<file path="config.mk">
export PLATFORM = sky130hd
export DESIGN_NAME = snake_move_control_flat
export DESIGN_NICKNAME = d
export VERILOG_FILES = /design/src/rtl/snake_move_control_pkg.sv /design/src/rtl/snake_move_control_if.sv /design/src/rtl/snake_dir_fifo.sv /design/src/rtl/snake_move_control.sv /design/src/flat_wrapper.sv
export SDC_FILE = /design/constraint.sdc
export NUM_CORES = 1
export LEC_CHECK = 0
export BUFFER_PORTS_ARGS = -buffer_cell sky130_fd_sc_hd__buf_2
export CAP_MARGIN = 15
export CORE_MARGIN = 2
export CORE_UTILIZATION = 38
export CTS_CLUSTER_DIAMETER = 200
export DETAILED_ROUTE_END_ITERATION = 16
export PLACE_DENSITY_LB_ADDON = 0.25
export SETUP_SLACK_MARGIN = 0.02
export SKIP_LAST_GASP = 1
export SLEW_MARGIN = 20
export SYNTH_ARGS = -nofsm -noshare
export SYNTH_HDL_FRONTEND = slang
export SYNTH_SLANG_ARGS = --single-unit
</file>
<file path="constraint.sdc">
create_clock -name Clk -period 4.1 [get_ports Clk]
set_input_delay 0.82 -clock Clk [delete_from_list [all_inputs] [get_ports Clk]]
set_output_delay 0.82 -clock Clk [all_outputs]
set_load 0.05 [all_outputs]
</file>
<file path="src/rtl/snake_move_control_pkg.sv">
// Shared direction encodings and helpers for the snake move-control path and the length DPU.
// The encodings are pure combinational definitions; the period helper never underflows.
package snake_move_control_pkg;

  typedef enum logic [1:0] {
    DIR_UP    = 2'b00,
    DIR_DOWN  = 2'b01,
    DIR_LEFT  = 2'b10,
    DIR_RIGHT = 2'b11
  } dir_e;

  localparam int unsigned BASE_PERIOD_DEF = 25_000_000;
  localparam int unsigned STEP_DEF        = 500_000;
  localparam int unsigned MIN_PERIOD_DEF  = 5_000_000;
  localparam int unsigned QDEPTH_DEF      = 2;
  localparam int unsigned MIN_LENGTH      = 3;

  // Same axis lives in bit 1, sense in bit 0.
  function automatic logic is_reversal(input dir_e a, input dir_e b);
    return (a[1] == b[1]) && (a[0] != b[0]);
  endfunction

  // Reduction is compared against the headroom before any subtraction.
  function automatic logic [31:0] move_period(input logic [7:0]  len,
                                              input logic [31:0] base,
                                              input logic [31:0] step,
                                              input logic [31:0] min_p);
    logic [31:0] segs;
    logic [31:0] red;
    segs = (32'(len) > MIN_LENGTH) ? (32'(len) - MIN_LENGTH) : 32'd0;
    red  = segs * step;
    if (base <= min_p || red >= (base - min_p)) begin
      return min_p;
    end
    return base - red;
  endfunction

endpackage

</file>
<file path="src/rtl/snake_move_control_if.sv">
// Button/length inputs and direction/tick outputs between the game FSM side and snake_move_control.
// Plain wires, no timing of its own; all strobes are single-cycle and carry no backpressure.
interface snake_move_control_if;
  logic       q_Run;
  logic       BtnU;
  logic       BtnD;
  logic       BtnL;
  logic       BtnR;
  logic [7:0] Length;
  logic [1:0] In_Dirn;
  logic       SCEN;
  logic       Speed_Clk;

  modport master (
    output q_Run, BtnU, BtnD, BtnL, BtnR, Length,
    input  In_Dirn, SCEN, Speed_Clk
  );

  modport slave (
    input  q_Run, BtnU, BtnD, BtnL, BtnR, Length,
    output In_Dirn, SCEN, Speed_Clk
  );
endinterface

</file>
<file path="src/rtl/snake_dir_fifo.sv">
// Small synchronous FIFO of pending turns; entries are readable the cycle after the push.
// Pushes while full and pops while empty are ignored; flush empties it in one cycle.
module snake_dir_fifo #(
  parameter int unsigned DEPTH = 2,
  parameter int unsigned W     = 2
) (
  input  logic         Clk,
  input  logic         Reset,
  input  logic         flush,
  input  logic         push,
  input  logic [W-1:0] din,
  input  logic         pop,
  output logic [W-1:0] head,
  output logic [W-1:0] last,
  output logic         full,
  output logic         empty
);
  localparam int unsigned PW   = (DEPTH > 1) ? $clog2(DEPTH) : 1;
  localparam int unsigned CNTW = $clog2(DEPTH + 1);
  localparam logic [PW-1:0] LAST_IDX = PW'(DEPTH - 1);

  logic [W-1:0]    mem_q [DEPTH];
  logic [W-1:0]    mem_d [DEPTH];
  logic [PW-1:0]   wr_q, wr_d;
  logic [PW-1:0]   rd_q, rd_d;
  logic [CNTW-1:0] cnt_q, cnt_d;
  logic [PW-1:0]   last_idx;
  logic            do_push;
  logic            do_pop;

  function automatic logic [PW-1:0] wrap_inc(input logic [PW-1:0] p);
    return (p == LAST_IDX) ? '0 : p + PW'(1);
  endfunction

  assign full     = (cnt_q == CNTW'(DEPTH));
  assign empty    = (cnt_q == '0);
  assign do_push  = push & ~full;
  assign do_pop   = pop & ~empty;
  assign last_idx = (wr_q == '0) ? LAST_IDX : wr_q - PW'(1);
  assign head     = mem_q[rd_q];
  assign last     = mem_q[last_idx];

  always_comb begin
    mem_d = mem_q;
    wr_d  = wr_q;
    rd_d  = rd_q;
    cnt_d = cnt_q;
    if (flush) begin
      wr_d  = '0;
      rd_d  = '0;
      cnt_d = '0;
    end else begin
      if (do_push) begin
        mem_d[wr_q] = din;
        wr_d        = wrap_inc(wr_q);
      end
      if (do_pop) begin
        rd_d = wrap_inc(rd_q);
      end
      if (do_push && !do_pop) begin
        cnt_d = cnt_q + CNTW'(1);
      end else if (!do_push && do_pop) begin
        cnt_d = cnt_q - CNTW'(1);
      end
    end
  end

  always_ff @(posedge Clk or posedge Reset) begin
    if (Reset) begin
      mem_q <= '{default: '0};
      wr_q  <= '0;
      rd_q  <= '0;
      cnt_q <= '0;
    end else begin
      mem_q <= mem_d;
      wr_q  <= wr_d;
      rd_q  <= rd_d;
      cnt_q <= cnt_d;
    end
  end

endmodule

</file>
<file path="src/rtl/snake_move_control.sv">
// Button decode, turn queue and move-tick generator: a press is committed one cycle later at the
// earliest, at most one turn per move; no backpressure, excess or illegal presses are dropped.
module snake_move_control
  import snake_move_control_pkg::*;
#(
  parameter int unsigned BASE_PERIOD = BASE_PERIOD_DEF,
  parameter int unsigned STEP        = STEP_DEF,
  parameter int unsigned MIN_PERIOD  = MIN_PERIOD_DEF,
  parameter int unsigned QDEPTH      = QDEPTH_DEF
) (
  input logic                 Clk,
  input logic                 Reset,
  snake_move_control_if.slave bus
);
  localparam int unsigned CW = $clog2(BASE_PERIOD + 1);

  logic          run_q, run_d;
  dir_e          dirn_q, dirn_d;
  logic          turn_avail_q, turn_avail_d;
  logic [CW-1:0] cnt_q, cnt_d;
  logic [CW-1:0] period_q, period_d;

  logic          run_entry;
  logic          tick;
  logic          pop;
  logic          push;
  logic          cand_vld;
  dir_e          cand;
  dir_e          ref_dir;
  logic [1:0]    fifo_head;
  logic [1:0]    fifo_last;
  logic          fifo_full;
  logic          fifo_empty;

  snake_dir_fifo #(
    .DEPTH (QDEPTH),
    .W     (2)
  ) u_fifo (
    .Clk   (Clk),
    .Reset (Reset),
    .flush (~bus.q_Run),
    .push  (push),
    .din   (cand),
    .pop   (pop),
    .head  (fifo_head),
    .last  (fifo_last),
    .full  (fifo_full),
    .empty (fifo_empty)
  );

  assign run_entry = bus.q_Run & ~run_q;
  // The entry cycle does not count, so the first tick lands a full period after entry.
  assign tick      = bus.q_Run & run_q & (cnt_q == period_q - CW'(1));
  assign pop       = bus.q_Run & turn_avail_q & ~fifo_empty & ~tick;

  // Filter against the newest queued turn, since that is where the snake will be heading.
  always_comb begin
    cand     = DIR_UP;
    cand_vld = bus.q_Run & (bus.BtnU | bus.BtnD | bus.BtnL | bus.BtnR);
    if (bus.BtnU) begin
      cand = DIR_UP;
    end else if (bus.BtnD) begin
      cand = DIR_DOWN;
    end else if (bus.BtnL) begin
      cand = DIR_LEFT;
    end else begin
      cand = DIR_RIGHT;
    end
    ref_dir = fifo_empty ? dirn_q : dir_e'(fifo_last);
    push    = cand_vld && !is_reversal(cand, ref_dir) && (cand != ref_dir) && !fifo_full;
  end

  always_comb begin
    run_d        = bus.q_Run;
    dirn_d       = pop ? dir_e'(fifo_head) : dirn_q;
    turn_avail_d = turn_avail_q;
    if (pop) begin
      turn_avail_d = 1'b0;
    end
    if (tick || run_entry) begin
      turn_avail_d = 1'b1;
    end

    if (!bus.q_Run || run_entry || tick) begin
      cnt_d = '0;
    end else begin
      cnt_d = cnt_q + CW'(1);
    end

    // Length is sampled only at period boundaries so a move in flight keeps its duration.
    period_d = period_q;
    if (run_entry || tick) begin
      period_d = CW'(move_period(bus.Length, BASE_PERIOD, STEP, MIN_PERIOD));
    end
  end

  always_ff @(posedge Clk or posedge Reset) begin
    if (Reset) begin
      run_q        <= 1'b0;
      dirn_q       <= DIR_UP;
      turn_avail_q <= 1'b1;
      cnt_q        <= '0;
      period_q     <= CW'(BASE_PERIOD);
    end else begin
      run_q        <= run_d;
      dirn_q       <= dirn_d;
      turn_avail_q <= turn_avail_d;
      cnt_q        <= cnt_d;
      period_q     <= period_d;
    end
  end

  assign bus.In_Dirn   = dirn_q;
  assign bus.SCEN      = pop;
  assign bus.Speed_Clk = tick;

endmodule

</file>
<file path="src/flat_wrapper.sv">
// flat-port wrapper written by rule: the top's interface ports become plain ports
module snake_move_control_flat import snake_move_control_pkg::*;
#(
  parameter int unsigned BASE_PERIOD = BASE_PERIOD_DEF,
  parameter int unsigned STEP        = STEP_DEF,
  parameter int unsigned MIN_PERIOD  = MIN_PERIOD_DEF,
  parameter int unsigned QDEPTH      = QDEPTH_DEF
)
  (Clk, Reset, bus_q_Run, bus_BtnU, bus_BtnD, bus_BtnL, bus_BtnR, bus_Length, bus_In_Dirn, bus_SCEN, bus_Speed_Clk);
  snake_move_control_if bus_i ();
  input logic Clk;
  input logic Reset;
  input wire logic [$bits(bus_i.q_Run)-1:0] bus_q_Run;
  input wire logic [$bits(bus_i.BtnU)-1:0] bus_BtnU;
  input wire logic [$bits(bus_i.BtnD)-1:0] bus_BtnD;
  input wire logic [$bits(bus_i.BtnL)-1:0] bus_BtnL;
  input wire logic [$bits(bus_i.BtnR)-1:0] bus_BtnR;
  input wire logic [$bits(bus_i.Length)-1:0] bus_Length;
  output wire logic [$bits(bus_i.In_Dirn)-1:0] bus_In_Dirn;
  output wire logic [$bits(bus_i.SCEN)-1:0] bus_SCEN;
  output wire logic [$bits(bus_i.Speed_Clk)-1:0] bus_Speed_Clk;
  assign bus_i.q_Run = bus_q_Run;
  assign bus_i.BtnU = bus_BtnU;
  assign bus_i.BtnD = bus_BtnD;
  assign bus_i.BtnL = bus_BtnL;
  assign bus_i.BtnR = bus_BtnR;
  assign bus_i.Length = bus_Length;
  assign bus_In_Dirn = bus_i.In_Dirn;
  assign bus_SCEN = bus_i.SCEN;
  assign bus_Speed_Clk = bus_i.Speed_Clk;
  snake_move_control #(.BASE_PERIOD(BASE_PERIOD), .STEP(STEP), .MIN_PERIOD(MIN_PERIOD), .QDEPTH(QDEPTH)) u_core (.Clk(Clk), .Reset(Reset), .bus(bus_i));
endmodule
</file>
* Yosys cells after proc, flatten, opt, wreduce, memory -nomap -nowiden *
Cells that the tools add are included.
W data, S select, Z words.

cells by class
  reduce and logical (&&, ||, !) cells = 18
  magnitude comparators = 6
  equality and inequality tests = 8
  bitwise operators = 19
  shift operators = 0
  multipliers = 1
  div/mod/pow operators = 0
  add/sub/neg operators = 9
  mux-type cells = 31

operators with widths
  cell                      number
  $mux W25                  3
  $ge A32 B25 Y1 const B    1
  $mul A32 B14 Y27 const B  1
  $mux W32                  1
  $mux W2                   13
  $add A25 B1 Y25 const B   1
  $eq A25 B25 Y1            1
  $sub A25 B1 Y25 const B   1
  $sub A25 B25 Y25 const A  1
  $mux W1                   12
  $and A1 B1 Y1             9
  $sub A8 B2 Y9 const B     1
  $gt A8 B2 Y1 const B      1
  $logic_and A1 B1 Y1       7
  $ge A2 B2 Y1 const B      3
  $not A1 Y2                3
  $logic_not A1 Y1          5
  $bwmux W4                 1
  $ne A2 B1 Y1 const B      2
  $not A1 Y1                4
  $logic_or A1 B1 Y1        3
  $ne A3 B1 Y1 const B      1
  $or A1 B1 Y1              3
  $add A1 B1 Y1 const B     2
  other kinds (12)          12

word-level totals
  memories kept = 0
  word-level logic and storage cells = 102
  input port bits = 15
  memory bits (read-only) = 0
  RAM bits = 0
  output and inout port bits = 4
  bits in latches = 0
  register bits = 62

* Logic depth before layout (Yosys ltp) *
Gate-level depths: netlist of run 1.

  depth in word-level cells = 19
  mapped depth = 30
  gate-level depth less buffers = 28

* Cells and area by module *
Synthesis of run 1 repeated with hierarchy kept, for this count alone.

unflattened totals
  cells, all modules = 788
  area total of the unflattened synthesis = 6914.1 um^2

modules (own cells, without submodules)
  module              area each (um^2)  instances  sequential area each (um^2)  cells each
  snake_move_control  6488.7            1          1242.4                       752
  snake_dir_fifo      425.4             1          200.2                        36

* Worst setup path before layout of run 1 *
Ideal clock, no wire load.

  path kind = input port to flip-flop
  start = input bus_Length[4]
  end = register u_core.period_q[8]
  required time = 3963 ps
  library setup time = 137 ps
  path buffers = 1
  arrival time = 8096 ps
  slack = -4133 ps
  cell stages on the path = 22
  cell sequence = nor4_1 nand2_1 nor3_1 ha_1 fa_1 fa_1 fa_1 ha_1 inv_1 fa_1 inv_1 ha_1 a21oi_1 nor3_1 nor2_1 o21ai_0 or3_1 a22oi_1 o2111ai_2 nand2b_1 buf_6 a2bb2oi_1

on the way
  word-level cells in the longest chain between the ends = 7

RTL lines
  element                                        line                          source
  from (decl)                                    flat_wrapper.sv:18            input wire logic [$bits(bus_i.Length)-1:0] bus_Length;
  $sub A8 B2 Y9 or $gt A8 B2 Y1 (tied branches)  snake_move_control_pkg.sv:30  segs = (32'(len) > MIN_LENGTH) ? (32'(len) - MIN_LENGTH) : 32'd0;
  $mux W32 (*)                                   snake_move_control_pkg.sv:30
  $mul A32 B14 Y27 (*)                           snake_move_control_pkg.sv:31  red = segs * step;
  $ge A32 B25 Y1                                 snake_move_control_pkg.sv:32  if (base <= min_p || red >= (base - min_p)) begin
  $mux W1                                        snake_move_control_pkg.sv:32
  $mux W1                                        snake_move_control.sv:92      if (run_entry || tick) begin
  $mux W25 (*)                                   snake_move_control_pkg.sv:35  return base - red;
  to (signal assigned)                           snake_move_control.sv:103     period_q <= CW'(BASE_PERIOD);
  to (signal assigned)                           snake_move_control.sv:109     period_q <= period_d;
  to (decl)                                      snake_move_control.sv:21      logic [CW-1:0] period_q, period_d;

Mark *: on every way between the ends. The rest lies on a longest branch, timed or not. The select of a mux whose other input is x is not followed.
A chain may end at the register's enable or synchronous reset.

* Worst setup path in the final report of run 1 *
  start = input bus_Length[4]
  end = register u_core.period_q[21]

The elaborated chain is that of the path after synthesis.

==> impl_results.md, run 1 <==
* Synth top area share at between 10% and 20%
* Most common cell after layout, fill and taps aside: buf_4
* Slew Viols, Final at 0
* Dpl hpwl at 12900 um
* CP endpoint kind: flip-flop
* Post-synthesis xor/xnor area fraction at between 10% and 20%
* Yosys warnings at 0
* Worst relative slew slack at a little over two fifths
* Seq/Total Area, Yosys at a little over a fifth
* Total clock sinks at 57
* Sequential share of power at a little under an eighth
* P_int at between 3 and 4 mW
* Clock Tree Buf Depth at 2
* Yosys top cell by area: dfrtp_1
* Ys async rst share at between 90% and 100%
* PnR worst setup slack at -2.30 ns
* Complex-gate fraction of the synthesized area at 13.5%
* Max IR drop VDD at approximately 0.5 mV
* Antenna diode count at 0
* Power Dens Cells at 737 nW/um^2
* Ports at 19
* Area Overhead vs Synth at 37.3%
* Max Freq at 0.156 GHz
* Post-DP Area at between 8000 and 9000 um^2
* Simple-gate portion of the synthesized area at about a fifth
* CP max FO at 9
* TritonCTS buffer count at 9
* MaxCap Viol Count at 0
* CP required at between 4 and 5 ns
* Layout Nets at ~1100
* Clock skew at 0.00592 ns
* Rows at between 40 and 50
* Grt ovf at 0
* Multiplexer share of the synthesized area at roughly 2.5%
* Failing checks: setup timing
* Drt first-iter violations at 189
* Flops & latches, synth at 57
* CTS root buf: clkbuf_16
* Clk pin slew, worst setup/hold paths at 0.05 ns
* Inst Count DP at 1180
* Tightest Pin Transition at 0.840 ns
* Lkg Pwr at about 4.4 nW
* Switching part of the total at between 40% and 50%
* ANT nets after route at 0
* Die ar. at 19100 um^2
* Netlist Area Pre-Place at between 6000 and 7000 um^2
* Number of synthesized flops with an enable pin at 0
* H-tree Lvls at 3
* PortBufs at 18
* Crit Path Class: in2reg
* Sw power at a little under 3 mW
* WL/cell at between 10 and 15 um
* Fill cell count at between 1500 and 2000
* Most frequent cells in the layout: 162 x buf_4, 83 x inv_1, 65 x nor2_1
* Hold Path Class: reg2reg
* Startpoint types: input pin
* Routed WL at 16300 um
* Syn avg cell area at 8.49 um^2
* Min cycle time layout at 6.40 ns
* Worst-Skew Late Latency at between 0.3 and 0.4 ns
* Post-synth top flop: dfrtp_1
* Clock power share at between 10% and 20%
* Vias/cell at between 5 and 6
* Synthesized instance count at between 800 and 900
* Area share of fa/ha/maj cells after synthesis at 23.9%
* CP Data Arrival Time at roughly 6.7 ns
* Worst Hold Slack at roughly 0.48 ns
* Final cell count without fillers at 1219
* Top post-synthesis cells by area: dfrtp_1 16%, ha_1 12%, fa_1 12%, xnor2_1 6.9%, inv_1 5.3%
* Die Ht at 138 um
* DR DRC count at 0
* Largest family of logic cells by synthesized area: adder cells
* Vias in the first global route at 5992
* Number of distinct library cells after synthesis at 70
* Via Count at between 6000 and 7000
* Final period util at 156%
* CTS tree: built
* Status: finished with violations
* Drt pass-1 iters at 4
* RSZ-0062 raised after global routing: true
* Initial Util at a little under two fifths
* Post-CTS Hold Fix Bufs at 0
* First-pass GRT wire length at 27600 um
* Core area at between 15000 and 20000 um^2
* RePlAce Congestion at roughly 0.83
* Largest net degree at the start of global routing at 35
* Die width at approximately 140 um
* Comb pwr share at just under 80%
* Initial antenna violation count at 0
* Tot Pwr at slightly below 7 mW
* Total global-route track usage at ~17%
* Net Count, Synth at between 900 and 1000
* Share of post-route cells with drive strength above 1 at roughly 34%
* Setup violators final at 20
* Final hold violation count at 0
* Post-route cell area at 9400 um^2
-- synth_stat cells, drive strengths merged (4+ instances only) --
master	count
xor2	38
o211ai	8
buf	7
nand3	27
xnor2	54
or3	6
and3	11
inv	96
a22oi	6
nor2	81
o31ai	4
o21ai	32
nand2	61
nand2b	10
nor2b	9
or2	4
nand4	12
dfrtp	44
clkbuf	18
mux2	8
o21a	5
nor3	24
a21oi	32
nand4b	5
o2111ai	5
ha	67
mux2i	8
fa	40
dfstp	13
o311ai	4
a21o	9
nor4	11
a211oi	6
-- layer usage --
layer,global-route usage [%],vias up,routed length (um)
met2,30.6,63,8300
li1,-,3120,-
met3,1.84,14,280
met4,4.03,0,177
met5,0,-,0
met1,22.3,2939,7570
-- through the flow --
stage | util (%) | setup WS, ns | TNS (ns)
3_5_place_dp | 47.7 | -2.82 | -54.67
4_1_cts | 50.9 | -2.27 | -44.41
3_3_place_gp | 47.7 | -2.77 | -53.94
5_1_grt | 52.7 | -2.61 | -50.72
6_report | 52.7 | -2.30 | -44.80
2_1_floorplan | - | -2.63 | -51.07
-- cell type report --
| cell class | instances | area, um^2 | share of cell area, % |
|---|---|---|---|
| Inverter | 96 | 372 | 3.95 |
| Sequential cell | 57 | 1440 | 15.3 |
| Multi-Input combinational cell | 630 | 5500 | 58.5 |
| Clock inverter | 2 | 60.1 | 0.639 |
| Timing Repair Buffer | 191 | 1460 | 15.6 |
| Tap cell | 229 | 287 | 3.05 |
| Clock buffer | 14 | 274 | 2.91 |
-- logic make-up after synthesis --
logic type | Yosys count
xor+xnor | 92
fa+ha+maj | 107
mux | 16
simple gates | 279
compound gates | 135
flops | 57
buf+inv | 121
-- timing repair --
action	CTS	global route
cloned	1	0
resized for setup	35	51
setup buffers	7	17
setup endpoints to repair	20	22
pin swaps	30	35
-- final timing paths --
check	from	to	slack, ns	cells past startpoint
setup / recovery	bus_Length[4]	u_core.period_q[21]$_DFFE_PP1P_	-2.30	28
hold / removal	u_core.cnt_q[0]$_DFF_PP0_	u_core.cnt_q[0]$_DFF_PP0_	0.48	1
setup reg to reg	u_core.period_q[6]$_DFFE_PP1P_	u_core.period_q[21]$_DFFE_PP1P_	0.68	14
hold reg to reg	u_core.cnt_q[0]$_DFF_PP0_	u_core.cnt_q[0]$_DFF_PP0_	0.48	1
max in group asynchronous	Reset	u_core.turn_avail_q$_DFFE_PP1P_	2.64	3
min in group asynchronous	Reset	u_core.cnt_q[2]$_DFF_PP0_	0.62	2
-- power by group through the flow --
stage | sequential [mW] | clock (mW) | combinational (mW)
2_1_floorplan | 0.785 | 0 | 3.15
6_report | 0.784 | 0.820 | 5.33
3_5_place_dp | 0.789 | 0 | 4.65
4_1_cts | 0.782 | 0.831 | 5.00
5_1_grt | 0.796 | 0.862 | 5.90
3_3_place_gp | 0.786 | 0 | 4.62
-- critical path: stages --
cell       delay [ns]
buf_8            0.10
nor4_4           0.29
nand2_2          0.11
nor2_4           0.16
buf_12           0.13
nor2_4           0.04
inv_2            0.06
ha_4             0.20
ha_4             0.15
or2_4            0.22
fa_2             0.54
fa_2             0.44
fa_1             0.44
ha_1             0.29
inv_2            0.04
fa_1             0.49
inv_2            0.05
ha_4             0.21
buf_6            0.13
a211o_1          0.29
buf_4            0.14
o21ai_0          0.26
o31ai_2          0.11
xnor2_1          0.28
o2111ai_4        0.22
buf_6            0.17
nand2b_4         0.18
o21ai_2          0.12
-- state kept, by name, indices dropped and copies added (netlist names) --
name / cells
u_core.cnt_q: 25
u_core.period_q: 20
u_core.u_fifo.mem_q: 4
u_core.bus.In_Dirn: 2
u_core.u_fifo.cnt_q: 2
u_core.run_q: 1
u_core.turn_avail_q: 1
u_core.u_fifo.rd_q: 1
u_core.u_fifo.wr_q: 1
(Power assumes the default switching activity.)
==> inputs of run 2 (changes only) <==
--- a/config.mk
+++ b/config.mk
@@ -8,10 +8,11 @@
 export BUFFER_PORTS_ARGS = -buffer_cell sky130_fd_sc_hd__buf_2
 export CAP_MARGIN = 15
 export CORE_MARGIN = 2
-export CORE_UTILIZATION = 38
+export CORE_UTILIZATION = 35
 export CTS_CLUSTER_DIAMETER = 200
 export DETAILED_ROUTE_END_ITERATION = 16
 export PLACE_DENSITY_LB_ADDON = 0.25
+export REMOVE_ABC_BUFFERS = 1
 export SETUP_SLACK_MARGIN = 0.02
 export SKIP_LAST_GASP = 1
 export SLEW_MARGIN = 20
==> impl_results.md, run 2 (synthesis gave the netlist of run 1 again) <==
* CP max FO at 8 (-1)
* Reg2reg path depth at 12 (-2)
* Hold Path Class: reg2reg
* Slew Viols, Final at 0 (unchanged)
* Min cycle time layout at 6.39 ns (-0.00690 ns)
* Tot Pwr at 7.07 mW (+2.0%)
* Fill cell count at 1848 (+14%)
* CTS tree: built
* Area Overhead vs Synth at 38.6%
* Grt ovf at 0 (unchanged)
* Vias/cell at 4.84 (-3.8%)
* Die Ht at 144 um (+4.1%)
* Share of post-route cells with drive strength above 1 at 34.4% (+0.81 points)
* Biggest register: u_core.cnt_q
* Via Count at 6076 (-0.98%)
* Routed WL at 16200 um (-0.71%)
* Dpl hpwl at 13000 um (+0.39%)
* Crit Path Class: in2reg
* Drt pass-1 iters at 5 (+1)
* RSZ-0062 raised after global routing: true
* Lkg Pwr at 4.40 nW (+0.15%)
* Initial Util at 35.4% (-3.0 points)
* Most frequent cells in the layout: 170 x buf_4, 82 x inv_1, 69 x nor2_1
* CP endpoint kind: flip-flop
* Failing checks: setup timing
* Clk pin slew, worst setup/hold paths at 0.05 ns (about the same)
* R2r startpoint: u_core.period_q[6]$_DFFE_PP1P_
* CP Data Arrival Time at 6.67 ns (about the same)
* TritonCTS buffer count at 9 (unchanged)
* Tightest Pin Transition at 0.802 ns (-0.0388 ns)
* FF-to-FF End: u_core.period_q[12]$_DFFE_PP1P_
* Core area at 19300 um^2 (+8.4%)
* Total global-route track usage at 16.2% (-0.95 points)
* Most used cell, CP: inv_2
* Startpoint types: input pin
* Drt first-iter violations at 252 (+33%)
* Status: finished with violations
* Layout Nets at 1107 (unchanged)
* Largest net degree at the start of global routing at 40 (+14%)
* First-pass GRT wire length at 27300 um (-1.2%)
* Final hold violation count at 0 (unchanged)
* Reg-to-reg slack, setup at 0.79 ns (+0.11 ns)
* Most common cell after layout, fill and taps aside: buf_4
* WL/cell at 12.9 um (-3.6%)
* Power Dens Cells at 744 nW/um^2 (+0.96%)
* Worst path slowest cell: fa_1
* Max FFs per register at 25 (unchanged)
* Worst relative slew slack at 46.5% (+2.6 points)
* Max Freq at 0.156 GHz (+0.11%)
* Ports at 19 (unchanged)
* Rows at 51 (+4.1%)
* Initial antenna violation count at 0 (unchanged)
* Storage cell area at 1440 um^2 (unchanged)
* Vias in the first global route at 5876 (-1.9%)
* Max IR drop VDD at 0.599 mV (+21%)
* Clock Tree Buf Depth at 2 (unchanged)
* CP peak stage delay at 0.55 ns (about the same)
* Setup crit start: bus_Length[5]
* H-tree Lvls at 3 (unchanged)
* Largest regs: u_core.cnt_q (25), u_core.period_q (20), u_core.u_fifo.mem_q (4)
* Worst-Skew Late Latency at 0.33 ns (about the same)
* Total clock sinks at 57 (unchanged)
* Die ar. at 20700 um^2 (+8.3%)
* Antenna diode count at 0 (unchanged)
* Worst setup path end: u_core.period_q[12]$_DFFE_PP1P_
* Clock skew at 0.00697 ns (+0.00105 ns)
* Total negative slack at -44.13 ns (+0.673 ns)
* RePlAce Congestion at 0.838 (+0.60%)
* MaxCap Viol Count at 0 (unchanged)
* Setup violators final at 20 (unchanged)
* Final period util at 156% (-0.17 points)
* CTS root buf: clkbuf_16
* Die width at 144 um (+4.1%)
* DR DRC count at 0 (unchanged)
* PnR worst setup slack at -2.29 ns (+0.00690 ns)
* CP required at 4.37 ns (about the same)
* Multi-input gate area at 5550 um^2 (+0.77%)
* Post-CTS Hold Fix Bufs at 0 (unchanged)
* ANT nets after route at 0 (unchanged)
* PortBufs at 18 (unchanged)
-- run 2: cell count changes in the layout (fill, tap and decap cells not counted), moves of 4 or more --
cell / delta
nor2_1: +4
buf_4: +8
ha_4: +4
ha_1: -5
buf_6: -4
-- run 2: per-layer routing --
| metal | track usage (%) | part of all wire, % | wire length (um) |
|---|---|---|---|
| met5 | 0 | 0 | 0 |
| met4 | 4.13 | 1.1 | 181 |
| met3 | 1.50 | 1.3 | 215 |
| met2 | 28.3 | 51 | 8260 |
| met1 | 21.3 | 47 | 7560 |
-- run 2: cell type report --
| type | count | share of cell area, % |
|---|---|---|
| clock buffer | 11 | 2.66 |
| clock inverter | 5 | 1.32 |
| inverter | 96 | 3.82 |
| multi-input combinational | 629 | 58.4 |
| sequential | 57 | 15.2 |
| tap | 265 | 3.49 |
| timing repair buffer | 192 | 15.1 |
-- run 2: worst max-delay path, delay by kind of cell --
family                   cells  cell delay, ns
AO/OA/AOI/OAI                5            0.71
buffers and inverters        9            0.88
adder cells (fa/ha/maj)      7            2.94
AND/OR/NAND/NOR              8            1.30
-- run 2: through the flow --
| stage | setup WS (ns) | instances | area (um^2) | utilization (%) | hold slack [ns] |
|---|---|---|---|---|---|
| 2_1_floorplan | -4.25 | 782 | 6740 | - | 0.436 |
| 3_3_place_gp | -3.17 | 1223 | 8370 | 43.3 | 0.447 |
| 3_5_place_dp | -3.22 | 1223 | 8370 | 43.3 | 0.463 |
| 4_1_cts | -2.22 | 1252 | 9330 | 48.2 | 0.471 |
| 5_1_grt | -2.52 | 1255 | 9500 | 49.1 | 0.500 |
| 6_report | -2.29 | 1255 | 9500 | 49.1 | 0.465 |
-- run 2: how the worst min path moves through the flow --
| stage | slack [ns] | depth (start not counted) | endpoint | start |
|---|---|---|---|---|
| after global placement | 0.45 | 2 | u_core.turn_avail_q$_DFFE_PP1P_ | u_core.turn_avail_q$_DFFE_PP1P_ |
| after global routing | 0.50 | 2 | u_core.turn_avail_q$_DFFE_PP1P_ | u_core.turn_avail_q$_DFFE_PP1P_ |
| after CTS | 0.47 | 2 | u_core.turn_avail_q$_DFFE_PP1P_ | u_core.turn_avail_q$_DFFE_PP1P_ |
| after floorplan | 0.44 | 2 | u_core.turn_avail_q$_DFFE_PP1P_ | u_core.turn_avail_q$_DFFE_PP1P_ |
| after detailed placement | 0.46 | 2 | u_core.turn_avail_q$_DFFE_PP1P_ | u_core.turn_avail_q$_DFFE_PP1P_ |
| final | 0.47 | 2 | u_core.turn_avail_q$_DFFE_PP1P_ | u_core.turn_avail_q$_DFFE_PP1P_ |
-- run 2: report_power, final --
| group | internal (mW) | switching, mW | leakage [nW] |
|---|---|---|---|
| sequential | 0.682 | 0.0951 | 0.728 |
| combinational | 2.76 | 2.59 | 3.48 |
| clock | 0.686 | 0.253 | 0.186 |
| total | 4.12 | 2.94 | 4.40 |
-- run 2: repair_timing --
item                                   CTS  global route
gates resized for setup                102            27
pin swaps                               68            18
endpoints found under the hold margin    0             0
setup endpoints to repair               22            22
setup buffers                           15             3
